File: config.mk
export PLATFORM = sky130hd
export DESIGN_NAME = pwf_multi
export DESIGN_NICKNAME = d
export VERILOG_FILES = /design/src/rtl/pwf_multi.sv
export SDC_FILE = /design/constraint.sdc
export NUM_CORES = 1
export LEC_CHECK = 0
export CAP_MARGIN = 25
export CORE_MARGIN = 2
export CORE_UTILIZATION = 30
export DETAILED_ROUTE_END_ITERATION = 7
export GPL_TIMING_DRIVEN = 0
export PLACE_DENSITY_LB_ADDON = 0.05
export SLEW_MARGIN = 20
export SYNTH_ARGS = -nofsm -noshare
export SYNTH_HDL_FRONTEND = slang
export SYNTH_SLANG_ARGS = --single-unit
File: constraint.sdc
create_clock -name clk4m -period 4 [get_ports clk4m]
set_clock_uncertainty 0.2 [all_clocks]
set_input_delay 0.8 -clock clk4m [delete_from_list [all_inputs] [get_ports clk4m]]
set_output_delay 0.8 -clock clk4m [all_outputs]
set_load 0.02 [all_outputs]
File: src/rtl/pwf_multi.sv
// N-channel pulse-width filter: each c[i] follows a[i] only after a run of HI_CNT highs / LO_CNT lows.
// Define PWF_SYNC_EN to add a two-flop synchroniser per channel ahead of the filter.
module pwf_multi #(
  parameter int N      = 4,
  parameter int HI_CNT = 13,
  parameter int LO_CNT = 1
) (
  input  logic         clk4m,
  input  logic         rst,
  input  logic         en,
  input  logic [N-1:0] a,
  output logic [N-1:0] c,
  output logic [N-1:0] rise,
  output logic [N-1:0] fall
);

  localparam int MAX_CNT = (HI_CNT > LO_CNT) ? HI_CNT : LO_CNT;
  localparam int CW      = $clog2(MAX_CNT + 1);
  localparam logic [CW-1:0] HI_LAST = CW'(HI_CNT - 1);
  localparam logic [CW-1:0] LO_LAST = CW'(LO_CNT - 1);

  logic [N-1:0] s;

`ifdef PWF_SYNC_EN
  logic [N-1:0] sync1_q;
  logic [N-1:0] sync2_q;

  always_ff @(posedge clk4m or posedge rst) begin
    if (rst) begin
      sync1_q <= '0;
      sync2_q <= '0;
    end else begin
      sync1_q <= a;
      sync2_q <= sync1_q;
    end
  end

  assign s = sync2_q;
`else
  assign s = a;
`endif

  for (genvar i = 0; i < N; i++) begin : g_ch
    logic [CW-1:0] cnt_q, cnt_d;
    logic          c_q, c_d;
    logic          rise_q, rise_d;
    logic          fall_q, fall_d;

    // The counter only measures a run of samples that disagree with the current
    // level; any agreeing sample restarts it, so one counter serves both directions.
    always_comb begin
      cnt_d  = cnt_q;
      c_d    = c_q;
      rise_d = 1'b0;
      fall_d = 1'b0;
      if (en) begin
        if (s[i] != c_q) begin
          if (cnt_q == (c_q ? LO_LAST : HI_LAST)) begin
            cnt_d  = '0;
            c_d    = s[i];
            rise_d = s[i];
            fall_d = ~s[i];
          end else begin
            cnt_d = cnt_q + CW'(1);
          end
        end else begin
          cnt_d = '0;
        end
      end
    end

    always_ff @(posedge clk4m or posedge rst) begin
      if (rst) begin
        cnt_q  <= '0;
        c_q    <= 1'b0;
        rise_q <= 1'b0;
        fall_q <= 1'b0;
      end else begin
        cnt_q  <= cnt_d;
        c_q    <= c_d;
        rise_q <= rise_d;
        fall_q <= fall_d;
      end
    end

    assign c[i]    = c_q;
    assign rise[i] = rise_q;
    assign fall[i] = fall_q;
  end

endmodule
==> impl_metrics.ini <==
[status]
status = completed

[drt]
vias_per_cell = 4.66
drt_wl_total_um = 2980
ant_nets = 0
drt_iter0_drc = 58
first_pass_iters = 4
vias = 1156
wl_per_cell_um = 12.0
drc = 0

[worst_setup_path]
crit_path_end_kind = primary output
crit_chain = buf_4 -> clkdlybuf4s50_1
reg2reg_from = g_ch[3].cnt_q[0]$_DFFE_PP0P_
critPathLaunch = g_ch[3].c_q$_DFFE_PP0P_
critical_path.top_delay_family = buffers and inverters
r2r_slack_ps = 2170
worstSetupPathType = flip-flop to primary output
arrival_ps = 1490
required_ps = 3000
r2r_end = g_ch[3].cnt_q[3]$_DFFE_PP0P_
path_buf_inv = 2
crit_path_start_kind = flip-flop
reg2reg_depth = 6
max_stage_delay_ps = 590
cpMaxStageDelayCell = clkdlybuf4s50_1
cp_max_fo = 7

[clocking]
cts_setup_buffers = 0
cts_tree = yes
clk_latency_ps = 270
cts_num_sinks = 28
htreeDepth = 1
cts_buffers = 3
cts_buffer_depth = 2
cts-resized-gates = 0
cts_root_buffer = clkbuf_8
hold_buffers = 0
clk_pin_slew_ps = 100

[final_layout]
fin_area_sq_mm = 0.00188
final_nets = 194
n_fill_cell = 518
syn_to_final_growth_pct = 20.8
layoutNonFillerInstCount = 248
final_common_cell = dfrtp_1
final_cell_mix = dfrtp_1 (28), clkdlybuf4s50_1 (18), nand2_1 (16), o21ai_0 (15), buf_4 (12)
diodes = 0
layout-drive-gt1-share = 0.146

[placement]
pre_cts_ws_ps = 1440
placed_cells = 244
dp.final_hpwl_um = 2080
portBuffers = 18
gp_congestion = 0.716
post_dp_cell_area_sq_mm = 0.00182

[power]
p_leak_nw = 0.861
powerDensity_mw_per_mm2 = 508
ir_drop_uv = 200

[synthesis]
synth_nets = 171
synth.top_cell.area_share = 0.451
ys_top_cells_by_area = dfrtp_1 (45%), ha_1 (6.4%), buf_4 (5.8%)
yosysWarnings = 0
syn_avg_cell_area_sq_um = 9.96
synth_top_area_cell = dfrtp_1
synthDistinctLibCells = 35
syn_inst = 156
synth_seq_cells = 28
synth_area_sq_mm = 0.00155
synth_seq_area_share = 0.451

[global_routing]
grt_first_pass_wirelength_um = 5200
grt_max_degree = 29
overflow = 0
first_global_vias = 1121
antenna_found_initial = 0
groute.usage.overall = 0.109

[floorplan]
rows = 26
dieArea_sq_mm = 0.00577
die_h_um = 76.0
pin_count = 19
die_x_um = 76.0
start_util = 0.308
core_area_sq_mm = 0.00504

[sta]
max_freq_ghz = 0.402
rsz0062_at_grt = false
worst_pin_slew_ps = 615
setup_violations = 0
maxSlewHeadroom = 0.589
hold_viol_final = 0
period_share = 0.622
finalSetupTns_ps = 0
whs_ps = 361
period_needed_ps = 2490
slew_violations = 0
fin_ws_ps = 1510

[worst_hold_path]
hold_start = g_ch[2].cnt_q[3]$_DFFE_PP0P_
min_to = g_ch[2].cnt_q[3]$_DFFE_PP0P_
holdCritPathClass = flip-flop to flip-flop
whs_path_depth = 1

[run]
cap_viol_max_count = 0
registers in the layout (all words and copies together) (netlist names):
signal       count
g_ch.c_q         4
g_ch.cnt_q      16
g_ch.rise_q      4
g_ch.fall_q      4
cell usage after synthesis (all sizes together):
| library cell | instances |
|---|---|
| nor3b | 4 |
| o21a | 2 |
| nor2 | 5 |
| nand3 | 6 |
| buf | 14 |
| nand4b | 3 |
| o31ai | 1 |
| nor2b | 3 |
| a41oi | 2 |
| ha | 8 |
| and3 | 3 |
| dfrtp | 28 |
| nor3 | 1 |
| a31oi | 3 |
| o32ai | 1 |
| nor4b | 3 |
| o2111ai | 2 |
| nand2b | 1 |
| xor2 | 4 |
| nand3b | 1 |
| a21o | 2 |
| nand2 | 16 |
| o2111a | 1 |
| o211ai | 2 |
| or2 | 3 |
| and3b | 3 |
| nand4 | 1 |
| o21ai | 16 |
| clkbuf | 1 |
| mux2i | 2 |
| inv | 11 |
| a21oi | 3 |
power breakdown:
group | internal (W) | leakage [nW] | switching [W]
clock | 0.0000882 | 0.0288 | 0.0000901
sequential | 0.000345 | 0.374 | 0.0000734
combinational | 0.000175 | 0.458 | 0.000182
layer usage:
layer	wire length (um)	global-route usage
met1	1410	0.138
met2	1440	0.184
met3	90	0.0190
met4	40	0.0455
met5	0	0
final cells by class:
cell class / count / area [sq um] / area share
Multi-Input combinational cell: 102 / 708 / 0.377
Sequential cell: 28 / 701 / 0.373
Timing Repair Buffer: 18 / 180 / 0.0960
Buffer: 15 / 104 / 0.0553
Tap cell: 70 / 87.6 / 0.0467
Clock buffer: 4 / 55.1 / 0.0293
Inverter: 11 / 41.3 / 0.0220
worst register-to-register path: cells and delay by family (launching register included):
| family | cells | cell delay (ps) |
|---|---|---|
| and+or+nand+nor | 1 | 160 |
| DFF | 1 | 390 |
| AOI/OAI and AO/OA | 3 | 670 |
| buffers and inverters | 1 | 90 |
| adders and majority gates | 1 | 250 |
per-stage QoR:
stage	utilization	power, W
2_1_floorplan	-	0.000673
3_3_place_gp	0.361	0.000773
3_5_place_dp	0.361	0.000781
4_1_cts	0.372	0.000968
5_1_grt	0.372	0.00103
6_report	0.372	0.000954
cells by family after synthesis:
logic type	Yosys count	share of synthesized area
flops	28	0.451
simple gates	53	0.193
fa+ha+maj	8	0.0644
xor+xnor	4	0.0225
buf+inv	26	0.0934
compound gates	35	0.163
mux	2	0.0129
worst max-delay path by stage:
stage               slack [ps]  cells past startpoint                      endpoint
global route              1450                      2                          c[0]
CTS                       1510                      2                          c[2]
global placement          1460                      5      g_ch[3].rise_q$_DFF_PP0_
finish                    1510                      2                          c[3]
detailed placement        1440                      4  g_ch[2].cnt_q[0]$_DFFE_PP0P_
floorplan                 2210                      5  g_ch[3].cnt_q[3]$_DFFE_PP0P_
Note: power is estimated with default switching activity, not from simulation.
